[config.mk]
export PLATFORM = sky130hd
export DESIGN_NAME = game_session_arbiter_flat
export DESIGN_NICKNAME = d
export VERILOG_FILES = /design/src/rtl/game_arb_pkg.sv /design/src/rtl/game_session_arbiter_if.sv /design/src/rtl/rr_arbiter.sv /design/src/rtl/game_session_arbiter.sv /design/src/flat_wrapper.sv
export SDC_FILE = /design/constraint.sdc
export NUM_CORES = 1
export LEC_CHECK = 0
export CAP_MARGIN = 20
export CELL_PAD_IN_SITES_DETAIL_PLACEMENT = 2
export CELL_PAD_IN_SITES_GLOBAL_PLACEMENT = 2
export CORE_ASPECT_RATIO = 1.5
export CORE_MARGIN = 3
export CORE_UTILIZATION = 35
export DETAILED_ROUTE_END_ITERATION = 12
export DONT_BUFFER_PORTS = 1
export PLACE_DENSITY_LB_ADDON = 0.1
export SLEW_MARGIN = 10
export SYNTH_ARGS = -nofsm -noshare
export SYNTH_HDL_FRONTEND = slang
export SYNTH_HIERARCHICAL = 1
export SYNTH_SLANG_ARGS = --single-unit
[constraint.sdc]
create_clock -name clk -period 1.75 [get_ports clk]
set_input_delay 0.2625 -clock clk [delete_from_list [all_inputs] [get_ports clk]]
set_output_delay 0.2625 -clock clk [all_outputs]
set_load 0.02 [all_outputs]
[src/rtl/game_arb_pkg.sv]
// Shared types and constants for the game session arbiter.
//   state_e  : session sequencer states
//   result_e : how a session ended, as reported on done_result
//   STAT_W   : width of each per-player win counter
//   sat_inc  : saturating increment used by the win counters
package game_arb_pkg;

    localparam int STAT_W = 8;

    typedef enum logic [1:0] {
        IDLE,
        LOAD,
        PLAY,
        DONE
    } state_e;

    typedef enum logic [1:0] {
        RES_TIMEOUT,
        RES_LOSE,
        RES_WIN,
        RES_ABORT
    } result_e;

    // Holds at all-ones instead of wrapping back to zero.
    function automatic logic [STAT_W-1:0] sat_inc(input logic [STAT_W-1:0] v);
        return (v == '1) ? v : v + 1'b1;
    endfunction

endpackage

[src/rtl/game_session_arbiter_if.sv]
// Bundle of player-side and game-side signals around the arbiter.
//   master : the environment (players + Game_State) - drives requests and game results
//   slave  : the arbiter - drives grant, game control and completion reports
// Signals:
//   req/start_val/mode          player requests, start values, counting modes
//   grant                       one-hot owner of the game
//   game_rst/init/value/ctrl    controls toward Game_State
//   win_in/los_in/gameover_in   results from Game_State
//   done_valid/player/result    session-complete report
//   win_count                   per-player win totals (zero when statistics are off)
interface game_session_arbiter_if #(
    parameter int NUM_PLAYERS  = 4,
    parameter int COUNTER_SIZE = 4
);
    import game_arb_pkg::*;

    localparam int IDX_W = $clog2(NUM_PLAYERS);

    logic [NUM_PLAYERS-1:0]              req;
    logic [NUM_PLAYERS*COUNTER_SIZE-1:0] start_val;
    logic [NUM_PLAYERS*2-1:0]            mode;
    logic [NUM_PLAYERS-1:0]              grant;
    logic                                game_rst;
    logic                                game_init;
    logic [COUNTER_SIZE-1:0]             game_value;
    logic [1:0]                          game_ctrl;
    logic                                win_in;
    logic                                los_in;
    logic                                gameover_in;
    logic                                done_valid;
    logic [IDX_W-1:0]                    done_player;
    logic [1:0]                          done_result;
    logic [NUM_PLAYERS*STAT_W-1:0]       win_count;

    modport master (
        output req, start_val, mode, win_in, los_in, gameover_in,
        input  grant, game_rst, game_init, game_value, game_ctrl,
               done_valid, done_player, done_result, win_count
    );

    modport slave (
        input  req, start_val, mode, win_in, los_in, gameover_in,
        output grant, game_rst, game_init, game_value, game_ctrl,
               done_valid, done_player, done_result, win_count
    );

endinterface

[src/rtl/rr_arbiter.sv]
// Combinational round-robin pick.
//   req_i    : request vector
//   ptr_i    : index of the last winner; search starts at ptr_i+1 and wraps
//   any_o    : at least one request is set
//   idx_o    : index of the chosen requester
//   onehot_o : chosen requester as a one-hot vector (zero when any_o is low)
module rr_arbiter #(
    parameter int N     = 4,
    parameter int IDX_W = $clog2(N)
) (
    input  logic [N-1:0]     req_i,
    input  logic [IDX_W-1:0] ptr_i,
    output logic             any_o,
    output logic [IDX_W-1:0] idx_o,
    output logic [N-1:0]     onehot_o
);

    logic [IDX_W-1:0] cand;

    // Walk the candidates from farthest to nearest so the nearest set bit
    // after the pointer is the last one written and therefore wins.
    always_comb begin
        any_o = 1'b0;
        idx_o = '0;
        cand  = '0;
        for (int k = N; k >= 1; k--) begin
            cand = IDX_W'((int'(ptr_i) + k) % N);
            if (req_i[cand]) begin
                any_o = 1'b1;
                idx_o = cand;
            end
        end
    end

    genvar gi;
    generate
        for (gi = 0; gi < N; gi++) begin : g_onehot
            assign onehot_o[gi] = any_o && (idx_o == IDX_W'(gi));
        end
    endgenerate

endmodule

[src/rtl/game_session_arbiter.sv]
// Shares one Game_State instance between NUM_PLAYERS requesters.
// A round-robin pick grants the game to one player, loads its start value,
// follows its counting mode until a result, timeout or abort, reports the
// outcome for one cycle and pulses the game reset before the next session.
// Ports:
//   clk   : clock, all logic on posedge
//   reset : synchronous, active-high
//   bus   : game_session_arbiter_if.slave (players, Game_State, reports)
// Build option:
//   GAME_ARB_STATS_EN - when defined, per-player saturating 8-bit win counters
//                       drive win_count; otherwise win_count is tied to zero.
module game_session_arbiter
    import game_arb_pkg::*;
#(
    parameter int NUM_PLAYERS  = 4,
    parameter int COUNTER_SIZE = 4,
    parameter int MAX_TURN     = 8
) (
    input  logic                  clk,
    input  logic                  reset,
    game_session_arbiter_if.slave bus
);

    localparam int IDX_W = $clog2(NUM_PLAYERS);
    localparam int TC_W  = $clog2(MAX_TURN) + 1;

    // Per-player views of the packed input buses.
    logic [COUNTER_SIZE-1:0] start_val_arr [NUM_PLAYERS];
    logic [1:0]              mode_arr      [NUM_PLAYERS];

    genvar gi;
    generate
        for (gi = 0; gi < NUM_PLAYERS; gi++) begin : g_unpack
            assign start_val_arr[gi] = bus.start_val[gi*COUNTER_SIZE +: COUNTER_SIZE];
            assign mode_arr[gi]      = bus.mode[gi*2 +: 2];
        end
    endgenerate

    state_e                  state_q;
    logic [IDX_W-1:0]        ptr_q;
    logic [IDX_W-1:0]        g_idx_q;
    logic [NUM_PLAYERS-1:0]  grant_q;
    logic [TC_W-1:0]         turn_cnt_q;
    result_e                 res_q;
    logic                    game_rst_q;
    logic                    game_init_q;
    logic [COUNTER_SIZE-1:0] game_value_q;
    logic [1:0]              game_ctrl_q;
    logic                    done_valid_q;
    logic [IDX_W-1:0]        done_player_q;
    result_e                 done_result_q;

    logic                    pick_any;
    logic [IDX_W-1:0]        pick_idx;
    logic [NUM_PLAYERS-1:0]  pick_onehot;

    rr_arbiter #(
        .N     (NUM_PLAYERS),
        .IDX_W (IDX_W)
    ) u_rr (
        .req_i    (bus.req),
        .ptr_i    (ptr_q),
        .any_o    (pick_any),
        .idx_o    (pick_idx),
        .onehot_o (pick_onehot)
    );

    // Session exit decision for the current PLAY cycle. The order of the
    // checks is the priority: abort beats any game result, gameover beats
    // the individual win/lose flags, and timeout only applies when nothing
    // else happened.
    logic    play_exit;
    result_e play_res;

    always_comb begin
        play_exit = 1'b1;
        play_res  = RES_TIMEOUT;
        if (!bus.req[g_idx_q]) begin
            play_res = RES_ABORT;
        end else if (bus.gameover_in) begin
            play_res = bus.win_in ? RES_WIN : RES_LOSE;
        end else if (bus.win_in) begin
            play_res = RES_WIN;
        end else if (bus.los_in) begin
            play_res = RES_LOSE;
        end else if (turn_cnt_q == TC_W'(MAX_TURN - 1)) begin
            play_res = RES_TIMEOUT;
        end else begin
            play_exit = 1'b0;
        end
    end

    always_ff @(posedge clk) begin
        if (reset) begin
            state_q       <= IDLE;
            ptr_q         <= IDX_W'(NUM_PLAYERS - 1);
            g_idx_q       <= '0;
            grant_q       <= '0;
            turn_cnt_q    <= '0;
            res_q         <= RES_TIMEOUT;
            game_rst_q    <= 1'b1;
            game_init_q   <= 1'b0;
            game_value_q  <= '0;
            game_ctrl_q   <= '0;
            done_valid_q  <= 1'b0;
            done_player_q <= '0;
            done_result_q <= RES_TIMEOUT;
        end else begin
            done_valid_q <= 1'b0;
            case (state_q)
                IDLE: begin
                    game_rst_q <= 1'b0;
                    if (pick_any) begin
                        grant_q <= pick_onehot;
                        g_idx_q <= pick_idx;
                        ptr_q   <= pick_idx;
                        state_q <= LOAD;
                    end
                end
                LOAD: begin
                    // Game results in this cycle belong to the previous game
                    // and are deliberately not looked at.
                    game_init_q  <= 1'b1;
                    game_value_q <= start_val_arr[g_idx_q];
                    game_ctrl_q  <= mode_arr[g_idx_q];
                    turn_cnt_q   <= '0;
                    state_q      <= PLAY;
                end
                PLAY: begin
                    game_init_q <= 1'b0;
                    game_ctrl_q <= mode_arr[g_idx_q];
                    // Exit is forced at MAX_TURN-1, so this never wraps.
                    turn_cnt_q  <= turn_cnt_q + 1'b1;
                    if (play_exit) begin
                        res_q   <= play_res;
                        state_q <= DONE;
                    end
                end
                DONE: begin
                    done_valid_q  <= 1'b1;
                    done_player_q <= g_idx_q;
                    done_result_q <= res_q;
                    grant_q       <= '0;
                    game_rst_q    <= 1'b1;
                    state_q       <= IDLE;
                end
                default: state_q <= IDLE;
            endcase
        end
    end

    assign bus.grant       = grant_q;
    assign bus.game_rst    = game_rst_q;
    assign bus.game_init   = game_init_q;
    assign bus.game_value  = game_value_q;
    assign bus.game_ctrl   = game_ctrl_q;
    assign bus.done_valid  = done_valid_q;
    assign bus.done_player = done_player_q;
    assign bus.done_result = done_result_q;

`ifdef GAME_ARB_STATS_EN
    // Counted while in DONE so the total moves together with done_valid.
    generate
        for (gi = 0; gi < NUM_PLAYERS; gi++) begin : g_stat
            logic [STAT_W-1:0] win_cnt_q;
            always_ff @(posedge clk) begin
                if (reset) begin
                    win_cnt_q <= '0;
                end else if (state_q == DONE && res_q == RES_WIN &&
                             g_idx_q == IDX_W'(gi)) begin
                    win_cnt_q <= sat_inc(win_cnt_q);
                end
            end
            assign bus.win_count[gi*STAT_W +: STAT_W] = win_cnt_q;
        end
    endgenerate
`else
    assign bus.win_count = '0;
`endif

endmodule

[src/flat_wrapper.sv]
// flat-port wrapper written by rule: the top's interface ports become plain ports
module game_session_arbiter_flat import game_arb_pkg::*;
#(
    parameter int NUM_PLAYERS  = 4,
    parameter int COUNTER_SIZE = 4,
    parameter int MAX_TURN     = 8
)
  (clk, reset, bus_req, bus_start_val, bus_mode, bus_win_in, bus_los_in, bus_gameover_in, bus_grant, bus_game_rst, bus_game_init, bus_game_value, bus_game_ctrl, bus_done_valid, bus_done_player, bus_done_result, bus_win_count);
  game_session_arbiter_if #(.NUM_PLAYERS(NUM_PLAYERS), .COUNTER_SIZE(COUNTER_SIZE)) bus_i ();
  input  logic clk;
  input  logic reset;
  input wire logic [$bits(bus_i.req)-1:0] bus_req;
  input wire logic [$bits(bus_i.start_val)-1:0] bus_start_val;
  input wire logic [$bits(bus_i.mode)-1:0] bus_mode;
  input wire logic [$bits(bus_i.win_in)-1:0] bus_win_in;
  input wire logic [$bits(bus_i.los_in)-1:0] bus_los_in;
  input wire logic [$bits(bus_i.gameover_in)-1:0] bus_gameover_in;
  output wire logic [$bits(bus_i.grant)-1:0] bus_grant;
  output wire logic [$bits(bus_i.game_rst)-1:0] bus_game_rst;
  output wire logic [$bits(bus_i.game_init)-1:0] bus_game_init;
  output wire logic [$bits(bus_i.game_value)-1:0] bus_game_value;
  output wire logic [$bits(bus_i.game_ctrl)-1:0] bus_game_ctrl;
  output wire logic [$bits(bus_i.done_valid)-1:0] bus_done_valid;
  output wire logic [$bits(bus_i.done_player)-1:0] bus_done_player;
  output wire logic [$bits(bus_i.done_result)-1:0] bus_done_result;
  output wire logic [$bits(bus_i.win_count)-1:0] bus_win_count;
  assign bus_i.req = bus_req;
  assign bus_i.start_val = bus_start_val;
  assign bus_i.mode = bus_mode;
  assign bus_i.win_in = bus_win_in;
  assign bus_i.los_in = bus_los_in;
  assign bus_i.gameover_in = bus_gameover_in;
  assign bus_grant = bus_i.grant;
  assign bus_game_rst = bus_i.game_rst;
  assign bus_game_init = bus_i.game_init;
  assign bus_game_value = bus_i.game_value;
  assign bus_game_ctrl = bus_i.game_ctrl;
  assign bus_done_valid = bus_i.done_valid;
  assign bus_done_player = bus_i.done_player;
  assign bus_done_result = bus_i.done_result;
  assign bus_win_count = bus_i.win_count;
  game_session_arbiter #(.NUM_PLAYERS(NUM_PLAYERS), .COUNTER_SIZE(COUNTER_SIZE), .MAX_TURN(MAX_TURN)) u_core (.clk(clk), .reset(reset), .bus(bus_i));
endmodule
==> results of run 1 <==
-- cell usage after synthesis, drive strengths merged --
cell type	count	area (um^2)
o21a	2	15.0
nand2	7	26.3
o22ai	1	6.26
mux2i	11	110
o21bai	1	11.3
a21oi	16	80.1
and3	1	6.26
and2	1	6.26
o31ai	1	7.51
a22oi	5	51.3
a21o	1	7.51
a211oi	3	32.5
inv	5	18.8
o221ai	1	8.76
nor2b	6	37.5
buf	38	282
nand3	7	35.0
a221oi	1	8.76
a2bb2oi	1	8.76
ha	5	62.6
mux4	7	180
conb	1	3.75
nor3b	1	7.51
nor2	27	101
o21ai	5	25.0
nand2b	11	76.3
mux2	3	37.5
dfxtp	29	581
nand3b	2	15.0
o221a	1	11.3
a211o	1	8.76
a22o	1	8.76
clkbuf	9	33.8
and3b	1	8.76
-- cell families after synthesis --
| family | synth area share |
|---|---|
| and+or+nand+nor | 0.167 |
| buffers and inverters | 0.174 |
| AOI/OAI and AO/OA | 0.152 |
| DFF | 0.302 |
| muxes | 0.171 |
| adders and majority gates | 0.0326 |
| other | 0.00195 |
-- layer usage --
| layer | vias to the layer above | track usage |
|---|---|---|
| met4 | 0 | 0.0516 |
| met5 | - | 0 |
| met2 | 51 | 0.280 |
| met3 | 2 | 0.0290 |
| met1 | 712 | 0.163 |
| li1 | 666 | - |
-- worst register-to-register path: stages (launching register included) --
cell	delay [ns]
dfxtp_1	0.44
buf_4	0.23
mux4_1	0.56
mux2i_1	0.16
nor2_1	0.06
-- area by class of cell --
class	count	area, um^2
Fill cell	615	3290
Multi-Input combinational cell	163	1120
Sequential cell	29	581
Clock buffer	7	86.3
Tap cell	68	85.1
Clock inverter	1	30.0
Timing Repair Buffer	4	30.0
Inverter	5	18.8
-- worst max-delay path by stage --
stage | startpoint | to | depth (start not counted)
6_report | u_core/g_idx_q[0] | u_core/bus.game_ctrl[1] | 4
5_1_grt | u_core/state_q[0] | u_core/turn_cnt_q[2] | 6
4_1_cts | u_core/state_q[0] | u_core/turn_cnt_q[2] | 6
3_5_place_dp | u_core/state_q[0] | u_core/turn_cnt_q[2] | 6
3_3_place_gp | u_core/state_q[0] | u_core/turn_cnt_q[0] | 5
2_1_floorplan | bus_req[3] | u_core/state_q[1] | 7
-- power groups by stage --
stage                     sequential (uW)  combinational, uW  clock (uW)
after detailed placement             1150               1210           0
final                                1140               1210         713
after global placement               1140               1150           0
after CTS                            1140               1230         742
after global routing                 1170               1350         766
after floorplan                      1060               1110           0
-- stage by stage --
stage	setup WS [ns]	cells
global route	0.0261	277
finish	0.207	277
CTS	0.0604	277
detailed placement	0.0914	269
floorplan	0.255	244
global placement	0.171	269
-- timing repair --
action / 4_1_cts / 5_1_grt
endpoints found under the setup margin: 0 / 3
setup buffers: 0 / 0
resized for setup: 0 / 1
-- registers in the layout (all words and copies together) (netlist names) --
name / flops
u_core/bus.done_result: 2
u_core/res_q: 2
u_core/bus.game_value: 4
u_core/g_idx_q: 2
u_core/ptr_q: 2
u_core/bus.game_ctrl: 2
u_core/turn_cnt_q: 4
u_core/state_q: 2
u_core/bus.grant: 4
u_core/bus.done_valid: 1
u_core/bus.game_rst: 1
u_core/bus.game_init: 1
u_core/bus.done_player: 2
==> metrics, run 1 <==
status complete, no violations; DRC viols 0; ratio of cells with drive above 1 in the final layout 0.105; crit start category register; Hold Path Cell Cnt 1; width of the die 66.5 um; slowest CP cell mux4_1; slew margin rel. 0.659; kind of critical path register to register; DR vias 1,431; WL final 4.81 mm; worst reg2reg path depth 4; top routing layer in use met4; MaxCap Viol Count 0; core area 0.00525 mm^2; max-slew violations 0; Min-Delay Endpoint u_core/bus.done_valid; RSZ-0062 raised after global routing no; met3 routed WL 305 um; IO Count between 80 and 90; switching share of power 0.392; RD Place Congestion 0.644; diode count 0; H-Tree Level Count 2; clock share of power 0.233; Routed WL per cell 17.4 um; worst r2r src u_core/g_idx_q[0]; highest-count cells in the layout ignoring fill and taps conb_1, dfxtp_1, nor2_1; antenna-violating nets left 0; min-delay src reset; DRT iter0 DRCs 76; Detailed Place HPWL 3.62 mm; largest net degree at the start of global routing 31; Num CTS Buffers 5; Seq/Total Area, Yosys 0.302; Max Clk Rate 648 MHz; unique cell type count in the Yosys netlist 43; Syn-to-layout area delta 1.82%; static leakage 0.000807 uW; # clock sinks 29; DRT met1 WL 1.78 mm; total grt overflow 0; Tot Pwr 3060 uW; CP Max Fanout 8; post-route setup TNS 0 ns; worst skew pair latency between 0.2 and 0.3 ns; worst-case clock buffer depth 2; most common cell after layout, fill and taps aside conb_1; worst reg2reg setup slack slightly above 0.2 ns; crit path DAT 1.71 ns; hold crit path type input pin to register; cts hold-fix bufs 0; placement-stage cell area 0.00184 mm^2; VDD IR-drop max 0.000490 V; Req. time, crit path between 1.5 and 2 ns; Worst Tran Pin Value 0.511 ns; Internal 1860 uW; Clock Tree Root clkbuf_8; Final setup viols 0; Seq cells post-synth 29; wire length on met2 around 2.7 mm; first-pass GRT wire length 7.56 mm; TritonRoute pass-1 iters 4; Worst-path clk slew 0.07 ns; RR Endpoint u_core/bus.game_ctrl[1]; vias in the first global route between 1k and 1.5k; Cells after Synth about 210; Warnings, synthesis 6; Crit path largest cell delay 0.55 ns; CTS tree built; CP delay by family, top multiplexers; critical path, cell by cell buf_4 > mux4_1 > mux2i_1 > nor2_1; PD cells around 1600 mW/mm^2; Comb power frac 0.396; average instance area after synthesis 9.02 um^2; IO buf count 0; initial core utilization 0.366; GRT Util Overall 0.151; NumNets Final 246; post-route cell area 0.00196 mm^2; Min Hold Slack 0.0534 ns; initial antenna violation count 0; CP bufs+invs 1; DIE HEIGHT 96.7 um; row cnt 32; fin crit share 0.881; register share of total power 0.371; Worst setup EP type register; Final min period 1.54 ns; final hold vios 0; Vias per Instance 5.17; Post-Route Skew a little under 0.007 ns; Net Sw Power 1200 uW; die area 0.00643 mm^2; synthesized area 0.00192 mm^2; Layout Utilization 0.373
Note: power is estimated with default switching activity, not from simulation.
==> run 2, diff against run 1 <==
- ABC_AREA: default -> 0
==> results of run 2 <==
No change in the layout: final DEF, timing and power equal those of run 1.
==> run 3, diff against run 2 <==
- PLACE_DENSITY_LB_ADDON: 0.1 -> 0.25
- clock period: 1.75 -> 1.55 ns (I/O delays scaled with it)
==> metrics, run 3 (synthesis gave the netlist of run 1 again) <==
Routed WL per cell 17.3 um (-0.36%); initial core utilization 0.366 (unchanged); Worst-path clk slew 0.07 ns (about the same); worst reg2reg setup slack 0.13 ns (-0.08 ns); placed insts 273 (+1.5%); fin crit share 0.917 (+0.0356); Vias per Instance 5.05 (-2.3%); vias in the first global route 1,576 (+6.5%); Worst setup EP type register; GRT Util Overall 0.159 (+0.00762); DR vias 1,418 (-0.91%); worst slack, placed 0.0348 ns (-0.0566 ns); Req. time, crit path 1.73 ns (-0.19 ns); diode count 0 (unchanged); Final min period 1.42 ns (-0.121 ns); DRC viols 0 (unchanged); Final setup viols 0 (unchanged); H-Tree Level Count 2 (unchanged); status complete, no violations; Max Clk Rate 704 MHz (+8.5%); IO Count 82 (unchanged); CTS tree built; CP Max Fanout 8 (unchanged); # clock sinks 29 (unchanged); cts hold-fix bufs 0 (unchanged); initial antenna violation count 0 (unchanged); postcts setup bufs 0 (unchanged); core area 0.00525 mm^2 (unchanged); static leakage 0.000823 uW (+2.0%); most common cell after layout, fill and taps aside conb_1; worst r2r src u_core/g_idx_q[0]; Hold Path Cell Cnt 1 (unchanged); post-route setup slack 0.129 ns (-0.0789 ns); worst-case clock buffer depth 2 (unchanged); Num CTS Buffers 5 (unchanged); post-route setup TNS 0 ns (unchanged); Layout Cells excl Fill 281 (+1.4%); worst skew pair latency 0.28 ns (about the same); first-pass GRT wire length 7.93 mm (+4.9%); DIE HEIGHT 96.7 um (unchanged); antenna-violating nets left 0 (unchanged); WL final 4.86 mm (+1.1%); width of the die 66.5 um (unchanged); Post-Route Skew 0.00474 ns (-0.00203 ns); PD cells 1760 mW/mm^2 (+12%); hold crit path type input pin to register; kind of critical path register to register; row cnt 32 (unchanged); Min Hold Slack 0.0131 ns (-0.0403 ns); Layout Utilization 0.380 (+0.00692); largest net degree at the start of global routing 31 (unchanged); DRT iter0 DRCs 59 (-22%); RD Place Congestion 0.799 (+24%); Detailed Place HPWL 3.74 mm (+3.3%); slew margin rel. 0.664 (+0.00453); max-slew violations 0 (unchanged); final hold vios 0 (unchanged); MaxCap Viol Count 0 (unchanged); NumNets Final 250 (+1.6%); Clock Tree Root clkbuf_8; RSZ-0062 raised after global routing no; crit path DAT 1.60 ns (-0.11 ns); total grt overflow 0 (unchanged); die area 0.00643 mm^2 (unchanged); IO buf count 0 (unchanged); Min-Delay Endpoint u_core/turn_cnt_q[2]; Worst Tran Pin Value 0.504 ns (-0.00680 ns); ratio of cells with drive above 1 in the final layout 0.146 (+0.0403); min-delay src reset; CTS resizes 0 (unchanged); Syn-to-layout area delta 3.71%; highest-count cells in the layout ignoring fill and taps conb_1, nor2_1, dfxtp_1; VDD IR-drop max 0.000738 V (+51%); TritonRoute pass-1 iters 2 (-2); RR Endpoint u_core/bus.game_ctrl[0]; worst reg2reg path depth 4 (unchanged); crit start category register
## run 3: changes by cell type in the layout (fill, tap and decap cells not counted), sizes merged
| cell | previous run | this run |
|---|---|---|
| clkinv | 0 | 1 |
| buf | 4 | 8 |
| bufinv | 1 | 0 |
## run 3: power by group
part / total [uW] / internal [uW] / switching (uW)
logic: 1490 / 744 / 749
registers: 1310 / 952 / 355
clock network: 697 / 401 / 296
total: 3500 / 2100 / 1400
## run 3: worst max-delay path by stage
stage | from | to | depth (start not counted)
4_1_cts | u_core/state_q[1] | u_core/turn_cnt_q[2] | 6
3_5_place_dp | u_core/state_q[0] | u_core/turn_cnt_q[2] | 6
5_1_grt | u_core/state_q[0] | u_core/turn_cnt_q[2] | 6
6_report | u_core/g_idx_q[0] | u_core/bus.game_ctrl[0] | 4
2_1_floorplan | u_core/state_q[0] | u_core/turn_cnt_q[3] | 6
3_3_place_gp | u_core/state_q[0] | u_core/state_q[1] | 5
## run 3: area by class of cell
class	instances	area [um^2]
Clock inverter	1	5.00
Sequential cell	29	583
Tap cell	68	85.1
Clock buffer	7	96.3
Timing Repair Buffer	8	63.8
Multi-Input combinational cell	163	1140
Fill cell	610	3250
Inverter	5	18.8
## run 3: metrics by stage
step,instance area (um^2),power [uW]
3_3_place_gp,1870,2670
3_5_place_dp,1870,2760
6_report,1990,3500
4_1_cts,1970,3500
5_1_grt,1990,3790
2_1_floorplan,2040,2450
## run 3: critical path, cell delays in order, from the launching register on
cell and delay (ns):
dfxtp_1 0.37, buf_6 0.16, mux4_1 0.56, mux2i_1 0.16, nor2_1 0.06
## run 3: routing by layer
metal	up-vias	routed length (um)	track usage	share of wire
met5	-	0	0	0
met1	683	1810	0.175	0.37
met3	7	325	0.0279	0.067
met4	0	85	0.0657	0.017
li1	672	-	-	-
met2	56	2640	0.286	0.54
